`src/rtl/inorder_split_pkg.sv`:
```
// Shared encodings for the in-order splitter and its forward-side combiner.
// Both sides must agree on the side encoding so alternation lines up.
package inorder_split_pkg;

    localparam int unsigned DefaultAddrWidth = 9;
    localparam int unsigned PlenWidth        = DefaultAddrWidth + 1;

    typedef enum logic {
        StIdle = 1'b0,
        StBusy = 1'b1
    } split_state_e;

    typedef enum logic {
        SideLeft  = 1'b0,
        SideRight = 1'b1
    } split_side_e;

    // Packet length needs one extra bit to hold a full-memory packet.
    function automatic int unsigned plen_width(int unsigned addr_width);
        return addr_width + 1;
    endfunction

endpackage

```
`src/rtl/inorder_split_sel_fsm.sv`:
```
// Side selection for the splitter: packet lock, strict-alternation turn and
// the idle-time candidate choice.
module inorder_split_sel_fsm
    import inorder_split_pkg::*;
#(
    parameter bit STRICT_ORDER = 1'b1
) (
    input  logic        clk_i,
    input  logic        rst_i,
    input  logic        wr_en_i,
    input  logic        done_i,
    input  logic        ready_left_i,
    input  logic        ready_right_i,
    output split_side_e active_o,
    output logic        ready_o
);

    split_state_e state_q, state_d;
    split_side_e  sel_q, sel_d;
    split_side_e  turn_q, turn_d;
    split_side_e  cand;

    always_comb begin
        cand = SideRight;
        if (STRICT_ORDER) begin
            cand = turn_q;
        end else if (ready_left_i) begin
            cand = SideLeft;
        end
        active_o = (state_q == StBusy) ? sel_q : cand;
        // Gate with reset so nothing is accepted while the packetmem resets too.
        ready_o  = ~rst_i & ((active_o == SideRight) ? ready_right_i : ready_left_i);
    end

    always_comb begin
        state_d = state_q;
        sel_d   = sel_q;
        turn_d  = turn_q;
        if (ready_o) begin
            if (done_i) begin
                state_d = StIdle;
                if (STRICT_ORDER) begin
                    turn_d = split_side_e'(~active_o);
                end
            end else if (wr_en_i && state_q == StIdle) begin
                state_d = StBusy;
                sel_d   = cand;
            end
        end
    end

    always_ff @(posedge clk_i) begin
        if (rst_i) begin
            state_q <= StIdle;
            sel_q   <= SideLeft;
            turn_q  <= SideLeft;
        end else begin
            state_q <= state_d;
            sel_q   <= sel_d;
            turn_q  <= turn_d;
        end
    end

endmodule

```
`src/rtl/inorder_split.sv`:
```
// Packet-granular 1-to-2 splitter on the packetmem write interface: routes
// whole packets to left/right and keeps saturating packet/drop statistics.
module inorder_split
    import inorder_split_pkg::*;
#(
    parameter int unsigned DATA_WIDTH   = 64,
    parameter int unsigned ADDR_WIDTH   = 9,
    parameter bit          STRICT_ORDER = 1'b1,
    parameter int unsigned CNT_WIDTH    = 32
) (
    input  logic                  clk_i,
    input  logic                  rst_i,
    input  logic [ADDR_WIDTH-1:0] snooper_wr_addr_i,
    input  logic [DATA_WIDTH-1:0] snooper_wr_data_i,
    input  logic                  snooper_wr_en_i,
    input  logic                  snooper_done_i,
    output logic                  ready_for_snooper_o,
    output logic [ADDR_WIDTH-1:0] snooper_wr_addr_left_o,
    output logic [ADDR_WIDTH-1:0] snooper_wr_addr_right_o,
    output logic [DATA_WIDTH-1:0] snooper_wr_data_left_o,
    output logic [DATA_WIDTH-1:0] snooper_wr_data_right_o,
    output logic                  snooper_wr_en_left_o,
    output logic                  snooper_wr_en_right_o,
    output logic                  snooper_done_left_o,
    output logic                  snooper_done_right_o,
    input  logic                  ready_for_snooper_left_i,
    input  logic                  ready_for_snooper_right_i,
    output logic [CNT_WIDTH-1:0]  pkt_count_o,
    output logic [CNT_WIDTH-1:0]  drop_count_o
);

    split_side_e          active;
    logic                 ready;
    logic [CNT_WIDTH-1:0] pkt_q, pkt_d, drop_q, drop_d;

    inorder_split_sel_fsm #(
        .STRICT_ORDER(STRICT_ORDER)
    ) u_sel_fsm (
        .clk_i        (clk_i),
        .rst_i        (rst_i),
        .wr_en_i      (snooper_wr_en_i),
        .done_i       (snooper_done_i),
        .ready_left_i (ready_for_snooper_left_i),
        .ready_right_i(ready_for_snooper_right_i),
        .active_o     (active),
        .ready_o      (ready)
    );

    assign ready_for_snooper_o     = ready;
    assign snooper_wr_addr_left_o  = snooper_wr_addr_i;
    assign snooper_wr_addr_right_o = snooper_wr_addr_i;
    assign snooper_wr_data_left_o  = snooper_wr_data_i;
    assign snooper_wr_data_right_o = snooper_wr_data_i;
    assign snooper_wr_en_left_o    = snooper_wr_en_i & ready & (active == SideLeft);
    assign snooper_wr_en_right_o   = snooper_wr_en_i & ready & (active == SideRight);
    assign snooper_done_left_o     = snooper_done_i & ready & (active == SideLeft);
    assign snooper_done_right_o    = snooper_done_i & ready & (active == SideRight);

    always_comb begin
        pkt_d  = pkt_q;
        drop_d = drop_q;
        if (snooper_done_i && ready && pkt_q != {CNT_WIDTH{1'b1}}) begin
            pkt_d = pkt_q + CNT_WIDTH'(1);
        end
        // One drop per stalled cycle, whether it carried a write, a done or both.
        if ((snooper_wr_en_i || snooper_done_i) && !ready && drop_q != {CNT_WIDTH{1'b1}}) begin
            drop_d = drop_q + CNT_WIDTH'(1);
        end
    end

    always_ff @(posedge clk_i) begin
        if (rst_i) begin
            pkt_q  <= '0;
            drop_q <= '0;
        end else begin
            pkt_q  <= pkt_d;
            drop_q <= drop_d;
        end
    end

    assign pkt_count_o  = pkt_q;
    assign drop_count_o = drop_q;

endmodule

```
`config.mk`:
```
export PLATFORM = sky130hd
export DESIGN_NAME = inorder_split
export DESIGN_NICKNAME = d
export VERILOG_FILES = /design/src/rtl/inorder_split_pkg.sv /design/src/rtl/inorder_split_sel_fsm.sv /design/src/rtl/inorder_split.sv
export SDC_FILE = /design/constraint.sdc
export NUM_CORES = 1
export LEC_CHECK = 0
export ABC_AREA = 0
export CAP_MARGIN = 5
export CORE_MARGIN = 5
export CORE_UTILIZATION = 38
export DETAILED_ROUTE_END_ITERATION = 12
export PLACE_DENSITY_LB_ADDON = 0.2
export SETUP_SLACK_MARGIN = 0.02
export SYNTH_ARGS = -nofsm -noshare
export SYNTH_HDL_FRONTEND = slang
export SYNTH_SLANG_ARGS = --single-unit
```
`constraint.sdc`:
```
create_clock -name clk_i -period 3.1 [get_ports clk_i]
set_input_delay 0.93 -clock clk_i [delete_from_list [all_inputs] [get_ports clk_i]]
set_output_delay 0.93 -clock clk_i [all_outputs]
set_load 0.02 [all_outputs]
```
==> qor.txt <==
outcome: completed
net total in the final layout: 617
number of standard-cell rows in the floorplan: 40
number of endpoints with negative hold slack in the final report: 0
TritonCTS clock tree: done
Die Wd: 121 um
cell-by-cell trace of the critical path: clkdlybuf4s50_1 > nor2b_2 > and3_1 > clkdlybuf4s15_2
half-perimeter wire length after placement: 8890 um
Final Slew Violations: 0
kind of critical path: primary input to output pin
Crit path largest cell delay: 500 ps
power density over cell area: 387 nW/um^2
Pre-Repair DR Iteration Count: 4
Filler Cell Count: 1239
num ports: 294
number of sinks driven by the clock tree: 67
register bit count reported by yosys: 67
CP endpoint kind: output pin
most used cells in the layout excluding fill and tap cells: 67 x dfxtp_1, 67 x clkdlybuf4s50_1, 47 x a21oi_1
Post-Syn Instances: 591
initial antenna violation count: 0
Max Clk Rate: 0.332 GHz
post-synth net total: 672
post-placement setup slack: -511 ps
average routed wire per standard cell: 17.3 um
area of the mapped netlist: 4710 sq um
ANT cells: 0
area fraction of the dominant cell type after synthesis: 0.285
Hold/Removal Path Class: register to register
H-Tree Depth: 3
global-route total usage across every layer: 0.162
number of distinct standard cells referenced by the synthesized netlist: 42
# DRC: 0
clk_lat worst skew: 330 ps
Detail Route Antenna Nets: 0
Port Buffers: 74
pin count of the biggest net entering global routing: 61
WP data arrival: 2080 ps
number of placed instances, taps included: 693
static power due to leakage: 1.54 nW
TritonCTS buffer count: 9
hold buffer count at CTS: 0
Setup violations, final: 0
starting density of the core: 0.389
final critical delay including setup and external delays: 3010 ps
clock skew after layout: 4.28 ps
mean cell area of the mapped netlist: 7.98 sq um
total number of yosys warnings: 0
Peak VDD IR: 0.180 mV
top post-synthesis cells by area: dfxtp_1 28%, buf_4 23%, or4_1 5.6%
required time at the worst-slack endpoint: 2170 ps
share of synthesized registers carrying an async set or reset: 0
Rel. slew slack: 0.572
unrepaired setup endpoints after global routing: no
CTS Buffer Depth: 2
kind of launch point of the worst setup path: primary input
Final Routed Wirelength: 12200 um
part of the cycle the worst path needs: 0.971
DRC violation total after the first TritonRoute iteration: 236
worst setup margin: 89.8 ps
number of global-route vias before repair: 3649
cell accounting for the most synthesized area: dfxtp_1
RD Place Congestion: 0.808
Floorplan Core Area: 12100 sq um
Via-to-Cell Ratio: 5.54
fin cells: 707
area of the die: 14700 sq um
leftover overflow at the end of global routing: 0
CTS root buf: clkbuf_16
clock transition time at the flip-flop clock pins of the worst setup and hold paths: 50 ps
fraction of layout cells with a size suffix above 1: 0.128
number of max-cap violations: 0
CP top delay family: buffers and inverters
fraction of the yosys area taken by sequential cells: 0.285
most used flip-flop cell after synthesis: dfxtp_1
maximum fanout along the worst path: 3
number of flops mapped to enable cells by yosys: 0
buffers and inverters on the worst path: 2
first-pass GRT wire length: 19300 um
slowest library cell on the worst path: clkdlybuf4s50_1
slew at the pin closest to its max-slew limit: 642 ps
DIE HEIGHT: 121 um
Area growth, synth to finish: 5.25%
overall via count from detail_route: 3915
[worst reg2reg max path: stages (launching register included)]
cell     delay (ps)
dfxtp_1         450
nand4_1         220
or4_1           740
nor4_1          590
nor4_1          120
mux2_1          330
[worst paths after layout]
| check | start | end | slack, ps | depth (start not counted) |
|---|---|---|---|---|
| max | snooper_done_i | snooper_done_left_o | 90 | 4 |
| min | drop_count_o[23] | drop_count_o[23] | 510 | 2 |
| max reg2reg | pkt_count_o[16] | pkt_count_o[12] | 550 | 5 |
| min reg2reg | drop_count_o[23] | drop_count_o[23] | 510 | 2 |
[state kept, by name, indices dropped and copies added (netlist names)]
register           flops
u_sel_fsm.state_q      1
u_sel_fsm.sel_q        1
pkt_count_o           32
drop_count_o          32
u_sel_fsm.cand         1
[layer usage]
| metal | global-route usage | share of wire |
|---|---|---|
| met5 | 0 | 0 |
| met4 | 0.0959 | 0.037 |
| met3 | 0.0410 | 0.078 |
| met2 | 0.251 | 0.45 |
| met1 | 0.203 | 0.43 |
[Yosys cell counts, types with 2 or more instances]
cell,count
nor2_1,31
dfxtp_1,67
o211ai_1,3
mux2_2,9
nand4_1,21
nand3b_1,2
nor2b_1,13
buf_4,146
mux2_1,4
mux2i_1,2
buf_2,4
nor3_1,13
nand2_1,30
ha_1,2
or3_1,15
and3_1,5
or2_2,2
nand3_1,28
nor4_1,10
or4_1,35
nand4b_1,2
o311ai_0,4
o41ai_1,4
and4_1,6
o21ai_0,15
a21oi_1,47
inv_1,8
clkbuf_1,19
o31ai_1,31
[power by group]
part	switching [mW]	total (mW)	internal [mW]
logic	0.0652	0.111	0.0456
clock network	0.363	0.937	0.574
registers	0.00741	0.874	0.867
total	0.435	1.92	1.49
[cell type report]
class | count | area, sq um | share of cell area
clock inverters | 2 | 12.5 | 0.00252
inverters | 9 | 33.8 | 0.00681
repair buffers | 103 | 936 | 0.189
flip-flops and latches | 67 | 1340 | 0.270
clock buffers | 12 | 256 | 0.0517
multi-input cells | 346 | 2170 | 0.438
well taps | 168 | 210 | 0.0424
[metrics by stage]
step	util	hold WS (ps)	setup TNS, ps	total power, mW	instance area, sq um
after CTS	0.410	512	0	1.96	4970
after global placement	0.387	479	-3120	1.00	4690
after global routing	0.410	547	0	2.00	4960
after floorplan	-	483	0	1.23	4710
final	0.410	508	0	1.92	4960
after detailed placement	0.387	505	-3240	1.00	4690
[cells by family (layout without fill, tap and decap cells)]
kind of cell | count (synthesis) | after routing | share of synthesized area
AO/OA/AOI/OAI | 108 | 108 | 0.142
multiplexers | 17 | 17 | 0.0430
adder cells (fa/ha/maj) | 2 | 2 | 0.00531
buffers and inverters | 178 | 126 | 0.259
AND/OR/NAND/NOR | 218 | 218 | 0.264
XOR/XNOR | 1 | 1 | 0.00186
flip-flops | 67 | 67 | 0.285
[repair_timing]
action,CTS,global route
buffers inserted,0,0
endpoints found under the hold margin,0,0
endpoints found under the setup margin,5,4
gates resized for setup,22,5
No activity file was read; power rests on OpenSTA's default activity.
